`src/rtl/bic_receive_os.sv`:
```
// Oversampled bit-in-character sequencer for the UART receive path: counts
// oversample ticks and frame bits, strobes mid-bit, validates start/stop bits.
module bic_receive_os #(
  parameter  int OVERSAMPLE = 16,
  parameter  int DATA_BITS  = 8,
  parameter  int PARITY_EN  = 0,
  parameter  int STOP_BITS  = 1,
  localparam int FRAME_BITS = 1 + DATA_BITS + PARITY_EN + STOP_BITS,
  localparam int BW         = $clog2(FRAME_BITS),
  localparam int OSW        = $clog2(OVERSAMPLE)
) (
  input  logic          clock,
  input  logic          reset_n,
  input  logic          sample_tick,
  input  logic          bic_en,
  input  logic          rx_in,
  input  logic          char_read,
  output logic          sample_strobe,
  output logic [BW-1:0] bit_index,
  output logic          seq_complete,
  output logic          framing_error,
  output logic          start_glitch,
  output logic [2:0]    fsm_state
);

  typedef enum logic [2:0] {
    IDLE  = 3'd0,
    START = 3'd1,
    BITS  = 3'd2,
    DONE  = 3'd3,
    ABORT = 3'd4
  } state_t;

  localparam logic [OSW-1:0] OS_LAST    = OSW'(OVERSAMPLE - 1);
  localparam logic [OSW-1:0] OS_MID     = OSW'(OVERSAMPLE / 2 - 1);
  localparam logic [OSW-1:0] OS_HALF    = OSW'(OVERSAMPLE / 2);
  localparam logic [BW-1:0]  LAST_BIT   = BW'(FRAME_BITS - 1);
  localparam logic [BW-1:0]  STOP_FIRST = BW'(FRAME_BITS - STOP_BITS);

  state_t         state, state_n;
  logic [OSW-1:0] os_count, os_count_n;
  logic [BW-1:0]  bit_index_n;
  logic           seq_complete_n;
  logic           framing_error_n;
  logic           start_glitch_n;
  logic           counting;

  // Handshake: seq_complete is a level "valid" held in DONE; char_read is the
  // consumer's acknowledge, sampled on the clock edge, and always wins.
  assign counting      = (state == START) || (state == BITS);
  assign sample_strobe = counting && sample_tick && (os_count == OS_MID);
  assign fsm_state     = state;

  always_ff @(posedge clock or negedge reset_n) begin
    if (!reset_n) begin
      state         <= IDLE;
      os_count      <= '0;
      bit_index     <= '0;
      seq_complete  <= 1'b0;
      framing_error <= 1'b0;
      start_glitch  <= 1'b0;
    end else begin
      state         <= state_n;
      os_count      <= os_count_n;
      bit_index     <= bit_index_n;
      seq_complete  <= seq_complete_n;
      framing_error <= framing_error_n;
      start_glitch  <= start_glitch_n;
    end
  end

  always_comb begin
    state_n         = state;
    os_count_n      = os_count;
    bit_index_n     = bit_index;
    seq_complete_n  = seq_complete;
    framing_error_n = framing_error;
    start_glitch_n  = 1'b0;

    if (char_read) begin
      state_n         = IDLE;
      os_count_n      = '0;
      bit_index_n     = '0;
      seq_complete_n  = 1'b0;
      framing_error_n = 1'b0;
    end else begin
      case (state)
        IDLE: begin
          os_count_n  = '0;
          bit_index_n = '0;
          if (bic_en) state_n = START;
        end

        START, BITS: begin
          if (!bic_en) begin
            state_n     = IDLE;
            os_count_n  = '0;
            bit_index_n = '0;
          end else begin
            if (sample_tick) begin
              if (os_count == OS_LAST) begin
                os_count_n  = '0;
                bit_index_n = bit_index + BW'(1);
                if (state == START) state_n = BITS;
              end else begin
                os_count_n = os_count + OSW'(1);
              end
            end

            if (sample_strobe) begin
              if (state == START) begin
                if (rx_in) begin
                  start_glitch_n = 1'b1;
                  state_n        = ABORT;
                end
              end else begin
                if ((bit_index >= STOP_FIRST) && !rx_in) framing_error_n = 1'b1;
                // Complete at mid-stop-bit so the next start edge can be caught.
                if (bit_index == LAST_BIT) begin
                  state_n        = DONE;
                  seq_complete_n = 1'b1;
                  bit_index_n    = LAST_BIT;
                  os_count_n     = OS_HALF;
                end
              end
            end
          end
        end

        DONE: begin
          seq_complete_n = 1'b1;
          bit_index_n    = LAST_BIT;
          os_count_n     = OS_HALF;
        end

        ABORT: begin
          // Stay parked until the enable drops, so a glitch cannot re-arm.
          if (!bic_en) begin
            state_n     = IDLE;
            os_count_n  = '0;
            bit_index_n = '0;
          end
        end

        default: begin
          state_n     = IDLE;
          os_count_n  = '0;
          bit_index_n = '0;
        end
      endcase
    end
  end

endmodule

```
`config.mk`:
```
export PLATFORM = sky130hd
export DESIGN_NAME = bic_receive_os
export DESIGN_NICKNAME = d
export VERILOG_FILES = /design/src/rtl/bic_receive_os.sv
export SDC_FILE = /design/constraint.sdc
export NUM_CORES = 1
export LEC_CHECK = 0
export CORE_MARGIN = 2
export CORE_UTILIZATION = 55
export DETAILED_ROUTE_END_ITERATION = 12
export GPL_TIMING_DRIVEN = 1
export HOLD_SLACK_MARGIN = 0.15
export PLACE_DENSITY = 0.81
export REMOVE_ABC_BUFFERS = 1
export SETUP_SLACK_MARGIN = 0.5
export SLEW_MARGIN = 15
export SYNTH_ARGS = -nofsm -noshare
export SYNTH_HDL_FRONTEND = slang
export SYNTH_SLANG_ARGS = --single-unit
```
`constraint.sdc`:
```
create_clock -name clock -period 3.7 [get_ports clock]
set_clock_uncertainty 0.1 [all_clocks]
set_input_delay 0.74 -clock clock [delete_from_list [all_inputs] [get_ports clock]]
set_output_delay 0.74 -clock clock [all_outputs]
set_load 0.05 [all_outputs]
```
# Word-level counts from Yosys, hierarchy flattened
# Cells that the tools add are included.
# totals
inputBits,6
word_cells,86
n_memories,0
out_inout_bits,11
reg_bits,14
latch_bits,0
mem_bits_ro,0
mem_bits_rw,0
# op_classes
mux,47
order_cmp,1
reduce_logical,15
multipliers,0
bitwise_logic,0
eq_ne,15
addsub,2
div_mod_pow,0
shift,0
# ops
op,n
4-bit two-way mux,15
3-bit two-way mux,11
4-bit case mux with 3 select lines,2
3-bit != test (second input constant),6
1-bit two-way mux,17
3-bit case mux with 4 select lines,1
5-bit AND reduction,2
4-bit by 1-bit adder with 4-bit output (second input constant),2
4-bit == test (second input constant),2
2-bit nonzero test,4
3-bit by 2-bit == test with 1-bit output (second input constant),2
4-bit by 3-bit == test with 1-bit output (second input constant),1
4-bit >= comparator (second input constant),1
2-bit != test (second input constant),2
3-bit by 1-bit == test with 1-bit output (second input constant),1
3-bit == test (second input constant),1
1-bit logical AND,3
3-bit zero test,1
3-bit AND reduction,1
3-bit nonzero test,1
1-bit case mux with 2 select lines,1
2-bit OR reduction,1
1-bit zero test,1
1-bit logical OR,1

# Longest topological paths before layout
# Gate-level depths: netlist (run 1).
# logic_depth
depth_word,10
mapped_depth,6
ltp_nobuf,6

# Least setup slack after synthesis (run 1)
# OpenSTA, ideal clock, no wires.
# synth_timing
path_type,input port to output port
start,input sample_tick
end,output sample_strobe
cell_stages,3
t_required_ns,2.860
path_buffers,1
arrival_time_ns,1.551
setup_slack_ns,1.309
cell_sequence,and4b_2 buf_2 and3_1
# synth_via
elab_chain_len,2
# synth_rtl
item,line_no,text
start: declaration,14,"input logic sample_tick,"
1-bit logical AND (2 in a row),51,assign sample_strobe = counting && sample_tick && (os_count == OS_MID);
end: declaration,18,"output logic sample_strobe,"
# Every way passes these cells.

# Final worst setup path (run 1)
# Same ends and word-level chain as after synthesis.

==> results.md, run 1 <==
* CP Launch Type: input port
* Max Slew Vio Count at 0
* FF-to-FF Start: os_count[1]$_DFFE_PN0P_
* CTS Buffer Depth at 2
* Detail Route Antenna Nets at 0
* Initial antenna violation count at 0
* Drt wl/cell at 15.1 um
* Maximum vdd drop at 0.158 mV
* R2r worst-path depth at 5
* # nets final at 129
* Status: finished, final reports clean
* Hold depth at 2
* DR vias at 842
* Htree depth at 1
* Detailed Place HPWL at 1540 um
* Dominant synthesized flop cell: dfrtp_1
* Mapped Area at 971 um^2
* Setup bufs post-CTS at 0
* Core box area at 0.00169 mm^2
* DRC at 0
* Synthesized area per cell at 9.34 um^2
* Root buffer cell: clkbuf_4
* CTS tree: done
* First-pass GRT wire length at 3310 um
* Vias in the first global route at 752
* Most common cell in the synthesized netlist: dfrtp_1
* Yosys reg bits at 14
* Num CTS Buffers at 3
* Final period util at 0.786
* Max stage delay on crit path at 600 ps
* Syn. warnings at 0
* Min Hold Slack at 410 ps
* Sequential share of the synthesized area at 0.361
* Tmin final at 2910 ps
* Initial Utilization at 0.575
* HP Class: reg2reg
* Power Density at 238 mW/mm^2
* Worst reg2reg endpoint: bit_index[3]$_DFFE_PN0P_
* Drt total wl at 2010 um
* Top post-synthesis cells by count: dfrtp_1 (14), nor2_1 (9), a21oi_1 (8)
* Critical path buffers and inverters at 2
* Post-Place Worst Slack at 816 ps
* Synth-to-layout area growth at 13.7%
* RSZ-0062 raised after global routing: no
* Ys async rst share at 1.00
* Core Rows at 15
* Hold endpoint: framing_error$_DFFE_PN0P_
* Final Hold Fails at 0
* Post-synth top area cell: dfrtp_1
* GP Congestion at 0.840
* Fmax achieved at 344 MHz
* Worst Hold Launch: framing_error$_DFFE_PN0P_
* Share of cells above drive strength 1 at 0.129
* DR pass1 iterations at 4
* Critical path class: in2out
* Final setup TNS at 0 ps
* Clk sinks at 14
* Clk_lat worst skew at 280 ps
* Initial drt markers at 32
* Critical Path RT at 2860 ps
* Cell family with most CP delay: buffers and inverters
* Pleak at 0.485 nW
* Post-CTS Hold Buffers at 0
* Cells after Synth at 104
* Clock-pin slew on the worst setup and hold paths at 80 ps
* FF-to-FF setup slack at 1860 ps
* Largest net degree at the start of global routing at 15
* Worst Path Arrival at 2070 ps
* Netlist cell types at 42
* Post-CTS resize count at 0
* Port Buffers at 16
* EDFF count, synth at 0
* Grt ovf at 0
* CP max-delay cell: clkdlybuf4s50_1
* Worst-margin pin slew at 618 ps
* Final WS setup at 792 ps
* Synth top area cells: dfrtp_1 (36%), ha_1 (6.4%), buf_6 (4.6%)
* Slew HR at 0.586
* Die width at 46.0 um
* Yosys top cell area share at 0.361
* Critical-path maximum fanout at 8
* Cell Chain, Critical Path: clkdlybuf4s50_1 -> and4b_2 -> and3_1 -> buf_4
* Die area at 0.00212 mm^2
* Diodes inserted at 0
* Final Setup Violations at 0
* I/O pin cnt at 17
* DR vias/cell at 6.33
* Worst Setup End Kind: output port
* GRT Resource Usage Total at 0.219
* Die H at 46.0 um
* Max-capacitance violation count at 0
worst register-to-register path, cell delays in order, from the launching register on:
cell,delay (ps)
dfrtp_1,430
ha_1,210
and4_1,390
nand4_4,140
a21o_1,190
a211o_1,280
how the worst max path moves through the flow:
stage / to / cells past startpoint / from / slack [ps]
3_3_place_gp: sample_strobe / 4 / sample_tick / 850
6_report: sample_strobe / 4 / sample_tick / 790
3_5_place_dp: sample_strobe / 4 / sample_tick / 820
4_1_cts: sample_strobe / 4 / sample_tick / 810
2_1_floorplan: sample_strobe / 2 / sample_tick / 1360
5_1_grt: sample_strobe / 4 / sample_tick / 720
metrics by stage:
| step | power, W | util | std cells | instance area, um^2 |
|---|---|---|---|---|
| after floorplan | 0.000168 | - | 97 | 902 |
| after global placement | 0.000182 | 0.640 | 130 | 1080 |
| after detailed placement | 0.000182 | 0.640 | 130 | 1080 |
| after CTS | 0.000266 | 0.653 | 133 | 1100 |
| after global routing | 0.000280 | 0.653 | 133 | 1100 |
| final | 0.000263 | 0.653 | 133 | 1100 |
registers in the layout, indices dropped and copies added, names as in the netlist:
register / cells
bit_index: 4
seq_complete: 1
fsm_state: 3
start_glitch: 1
framing_error: 1
os_count: 4
final cells by class:
cell class	count	area, um^2
fillers	147	586
multi-input cells	78	533
flip-flops and latches	14	350
repair buffers	16	158
clock buffers	3	22.5
well taps	17	21.3
inverters	5	18.8
metal layers:
layer	vias to the layer above	global-route usage	part of all wire
li1	412	-	-
met1	398	0.266	0.46
met2	25	0.353	0.47
met3	7	0.0437	0.038
met4	0	0.126	0.026
met5	-	0	0
cells in the final DEF, fill, tap and decap left out, drive strengths merged, types with 3 or more instances in the layout:
cell type,count
and3,3
nand3,6
ha,5
clkbuf,3
dfrtp,14
a21oi,8
nor2,9
o21ai,3
inv,5
nor3,5
nand4,3
clkdlybuf4s50,15
nand2,7
logic make-up after synthesis:
logic type	count (synthesis)	synth area share
AO/OA/AOI/OAI	28	0.195
adder cells (fa/ha/maj)	5	0.0644
AND/OR/NAND/NOR	43	0.271
buffers and inverters	12	0.0902
XOR/XNOR	1	0.00902
multiplexers	1	0.0103
flip-flops	14	0.361
report_power, final:
group          switching (W)   total, W  internal [W]
Sequential        0.00000189   0.000155      0.000154
Clock              0.0000462  0.0000840     0.0000377
Combinational      0.0000138  0.0000236    0.00000984
Power figures use the tool's default switching activity.
==> inputs of run 2 (changes only) <==
Settings changed: CORE_UTILIZATION 55 to 51, PLACE_DENSITY 0.81 to 0.76.
Clock period 3.7 ns to 2.8 ns, I/O delays scaled along.
==> run 2 against run 1 <==
Compared with the run above:
- clock power increased by 33%
- largest cell class unchanged
- global-route usage decreased by 0.78 points
- final cell count increased by 7.5%
- worst hold slack got worse by 8.5 ps
- die area increased by 7.1%
- utilization decreased by 0.16 points
- via count increased by 1.7%
- setup slack got worse by 240 ps
- combinational power increased by 35%
- highest routed layer unchanged
- non-clock buffer count increased by 2
==> results.md, run 2 (synthesized netlist as in run 1, its figures left out) <==
* Share of cells above drive strength 1 at 0.153
* Max Slew Vio Count at 0
* GRT Resource Usage Total at 0.211
* I/O pin cnt at 17
* Cell family with most CP delay: buffers and inverters
* Worst-margin pin slew at 647 ps
* CTS tree: done
* Num CTS Buffers at 3
* Status: finished, final reports clean
* Final instance area at 0.00115 mm^2
* Critical path class: reg2out
* CTS Buffer Depth at 2
* # fillers at 160
* Initial antenna violation count at 0
* Detailed Place HPWL at 1510 um
* Met3 global-route usage at 0.0302
* GP Congestion at 0.879
* Final period util at 0.803
* DR pass1 iterations at 4
* CP Launch Type: register
* Final Hold Fails at 0
* Core box area at 0.00176 mm^2
* DR vias at 856
* Tmin final at 2250 ps
* Worst Setup End Kind: output port
* Clk_lat worst skew at 270 ps
* Critical path buffers and inverters at 1
* Initial Utilization at 0.550
* Most frequent cells in the layout: dfrtp_1 (14), nor2_1 (9), clkdlybuf4s50_1 (9)
* Port Buffers at 16
* Min Hold Slack at 401 ps
* Final setup TNS at 0 ps
* DP Area at 0.00111 mm^2
* Drt wl/cell at 14.2 um
* # nets final at 131
* Cell Chain, Critical Path: clkdlybuf4s50_1
* CP max-delay cell: clkdlybuf4s50_1
* Power Density at 303 mW/mm^2
* FF-to-FF setup slack at 970 ps
* Layout Cells excl Fill at 143
* Most Crowded Layer GR: met2
* Critical Path RT at 2140 ps
* Detail Route Antenna Nets at 0
* Core Rows at 15
* Die width at 47.6 um
* Vias in the first global route at 721
* Met1 Track Usage GR at 0.305
* Post-CTS Hold Buffers at 0
* Max stage delay on crit path at 850 ps
* DR vias/cell at 5.99
* HP Class: reg2reg
* Initial drt markers at 34
* Drt total wl at 2030 um
* Clk sinks at 14
* Die H at 47.6 um
* RSZ-0062 raised after global routing: no
* Fmax achieved at 445 MHz
* First-pass GRT wire length at 3390 um
* Worst Path Arrival at 1590 ps
* Grt ovf at 0
* DRC at 0
* Placed cells at 139
* Pleak at 0.555 nW
* Htree depth at 1
* Synth-to-layout area growth at 18.4%
* Most common cell after layout, fill and taps aside: dfrtp_1
* Die area at 0.00227 mm^2
* Slew HR at 0.567
* Maximum vdd drop at 0.256 mV
* Diodes inserted at 0
* Largest net degree at the start of global routing at 15
* Final Setup Violations at 0
* Clock-pin slew on the worst setup and hold paths at 80 ps
* M2 GR Usage at 0.316
* Critical-path maximum fanout at 5
* Max-capacitance violation count at 0
* Root buffer cell: clkbuf_4
run 2: cell count changes in the layout (fill, tap and decap cells not counted):
| cell | previous run | this run |
|---|---|---|
| buf_4 | 1 | 2 |
| clkdlybuf4s50_1 | 15 | 9 |
| and3_1 | 2 | 1 |
| dlymetal6s2s_1 | 0 | 3 |
| buf_12 | 0 | 1 |
| and3_4 | 0 | 1 |
| dlygate4sd2_1 | 0 | 3 |
run 2: layer usage:
layer,wire length [um],part of all wire
met3,109,0.054
met2,962,0.47
met1,937,0.46
met4,24,0.012
met5,0,0
run 2: area by class of cell:
class / count / area [um^2] / share of cell area
clock buffers: 3 / 22.5 / 0.0196
inverters: 5 / 18.8 / 0.0163
multi-input cells: 78 / 538 / 0.468
flip-flops and latches: 14 / 350 / 0.305
well taps: 25 / 31.3 / 0.0272
repair buffers: 18 / 189 / 0.164
run 2: where the power goes:
| part | switching (W) | internal [W] | leakage, nW | total (W) |
|---|---|---|---|---|
| clock | 0.0000618 | 0.0000498 | 0.0138 | 0.000112 |
| combinational | 0.0000186 | 0.0000132 | 0.347 | 0.0000318 |
| sequential | 0.00000235 | 0.000203 | 0.194 | 0.000205 |
| total | 0.0000828 | 0.000266 | 0.555 | 0.000349 |
run 2: what timing repair did:
action	in CTS	in global routing
endpoints found under the setup margin	4	3
gates resized for setup	3	4
pin swaps	1	0
setup buffers	1	0
run 2: path summary, 6_finish.rpt:
| path | endpoint | cells past startpoint | start |
|---|---|---|---|
| min | seq_complete$_DFFE_PN0P_ | 2 | seq_complete$_DFFE_PN0P_ |
| max reg2reg | bit_index[3]$_DFFE_PN0P_ | 5 | os_count[0]$_DFFE_PN0P_ |
| min in group asynchronous | bit_index[3]$_DFFE_PN0P_ | 1 | reset_n |
| max | bit_index[2] | 1 | bit_index[2]$_DFFE_PN0P_ |
| max in group asynchronous | os_count[1]$_DFFE_PN0P_ | 1 | reset_n |
| min reg2reg | seq_complete$_DFFE_PN0P_ | 2 | seq_complete$_DFFE_PN0P_ |
run 2: metrics by stage:
stage          setup WS [ps]  utilization  total power (W)
3_3_place_gp             422        0.630         0.000241
3_5_place_dp             408        0.630         0.000242
5_1_grt                  517        0.652         0.000365
2_1_floorplan            669            -         0.000222
4_1_cts                  507        0.645         0.000353
6_report                 551        0.652         0.000349
==> inputs of run 3 (changes only) <==
Settings changed: CORE_UTILIZATION 51 to 46, PLACE_DENSITY 0.76 to 0.72.
Clock period 2.8 ns to 2 ns, I/O delays scaled along.
==> run 3 against run 2 <==
Compared with the run above:
- worst hold slack got worse by 96 ps
- combinational power increased to 2.6 times the previous value
- first-iteration DRC count increased by 44%
- final cell count increased by 22%
- count of clock-buffer cells in the layout increased by 1
- clock power increased by 100%
- flip-flop and latch count unchanged
- global-route usage increased by 3.5 points
- wire length increased by 87%
- power increased by 72%
- non-clock buffer count increased by 27
- critical path depth increased by 3
- highest routed layer unchanged
==> results.md, run 3 (synthesized netlist as in run 1, its figures left out) <==
* Worst-margin pin slew at 332 ps
* DP Area at 0.00116 mm^2
* Port Buffers at 16
* Share of cells above drive strength 1 at 0.612
* Clk_lat worst skew at 310 ps
* Synth-to-layout area growth at 66.0%
* HP Class: in2async
* Core box area at 0.00198 mm^2
* Largest net degree at the start of global routing at 15
* DR vias at 1130
* CTS tree: done
* Core Rows at 16
* Diodes inserted at 0
* Detail Route Antenna Nets at 0
* Max Slew Vio Count at 0
* CP Launch Type: register
* Metal3 WL at 200 um
* Placed cells at 150
* Highest Signal Layer: met4
* Worst Setup End Kind: output port
* Final Hold Fails at 0
* GP Congestion at 0.864
* Tmin final at 1980 ps
* Cell Chain, Critical Path: ha_2 -> and4b_2 -> and3_4 -> buf_12
* Root buffer cell: clkbuf_4
* Maximum vdd drop at 0.344 mV
* Worst Path Arrival at 1480 ps
* Fmax achieved at 505 MHz
* Post-CTS Hold Buffers at 0
* Num CTS Buffers at 3
* DRC at 0
* Critical-path maximum fanout at 2
* Clock-pin slew on the worst setup and hold paths at 110 ps
* Layout Cells excl Fill at 174
* CP max-delay cell: dfrtp_1
* Final period util at 0.990
* Final Setup Violations at 0
* Critical path buffers and inverters at 1
* Die area at 0.00249 mm^2
* Drt wl/cell at 21.9 um
* Final instance area at 0.00161 mm^2
* Max stage delay on crit path at 380 ps
* Die H at 49.9 um
* Most frequent cells in the layout: buf_4 (23), nor2_1 (8), dfrtp_2 (7), dfrtp_1 (7), buf_6 (7)
* CP Depth at 4
* DR vias/cell at 6.49
* # nets final at 159
* Routed met2 length at 1880 um
* I/O pin cnt at 17
* Vias in the first global route at 991
* Critical path class: reg2out
* GRT Resource Usage Total at 0.246
* Die width at 49.9 um
* Pleak at 0.722 nW
* Clk sinks at 14
* CTS Buffer Depth at 2
* First-pass GRT wire length at 4710 um
* Most common cell after layout, fill and taps aside: buf_4
* Detailed Place HPWL at 1600 um
* Power Density at 372 mW/mm^2
* Drt total wl at 3810 um
* Cell family with most CP delay: simple AND/OR/NAND/NOR gates
* Htree depth at 1
* DR pass1 iterations at 4
* Initial antenna violation count at 0
* R2r worst-path depth at 7
* Initial drt markers at 49
* Met1 wire length at 1470 um
* Final setup TNS at 0 ps
* Initial Utilization at 0.490
* Slew HR at 0.778
* Max-capacitance violation count at 0
* Final Util at 0.813
* RSZ-0062 raised after global routing: yes
* Status: finished, final reports clean
* Grt ovf at 0
* Critical Path RT at 1500 ps
[run 3: cell types whose count changed in the layout (fill, tap and decap cells not counted), moves of 5 or more]
cell and change:
dfrtp_1 -7, buf_6 +7, buf_8 +5, dfrtp_2 +7, clkdlybuf4s50_1 -7, buf_4 +21
[run 3: worst paths after layout]
path | from | endpoint | slack (ps)
worst max register to register | os_count[0]$_DFFE_PN0P_ | bit_index[1]$_DFFE_PN0P_ | 170
worst min-delay path | reset_n | framing_error$_DFFE_PN0P_ | 310
worst max-delay path | os_count[0]$_DFFE_PN0P_ | sample_strobe | 20
min in group clock | bit_index[2]$_DFFE_PN0P_ | bit_index[2]$_DFFE_PN0P_ | 470
max in group asynchronous | reset_n | os_count[2]$_DFFE_PN0P_ | 1290
worst min register to register | bit_index[2]$_DFFE_PN0P_ | bit_index[2]$_DFFE_PN0P_ | 470
[run 3: report_power, final]
group / total, W / switching [W] / internal, W / leakage (nW)
Clock: 0.000229 / 0.000117 / 0.000111 / 0.0210
Combinational: 0.0000835 / 0.0000445 / 0.0000390 / 0.518
Sequential: 0.000287 / 0.00000310 / 0.000284 / 0.183
Total: 0.000600 / 0.000165 / 0.000435 / 0.722
[run 3: what timing repair did]
action                     CTS  global route
pin swaps                    5            20
cloned                       1             1
setup endpoints to repair   20            21
setup buffers               12             6
gates resized for setup     47            34
[run 3: area by class of cell]
cell class,instances,area (um^2)
multi-input cells,79,727
repair buffers,45,437
fillers,105,370
flip-flops and latches,14,359
clock buffers,4,36.3
well taps,27,33.8
inverters,5,18.8
[run 3: metal layers]
layer	track usage	vias to the layer above
met5	0	-
met4	0.0602	0
met3	0.0485	29
met2	0.449	65
met1	0.292	563
li1	-	473
[run 3: per-stage QoR]
stage / worst slack, ps / hold slack [ps] / total power [W]
2_1_floorplan: 28.7 / 4.41 / 0.000311
3_3_place_gp: -57.7 / 390 / 0.000344
3_5_place_dp: -68.0 / 391 / 0.000345
4_1_cts: 115 / 334 / 0.000565
5_1_grt: -30.7 / 310 / 0.000616
6_report: 20.8 / 305 / 0.000600
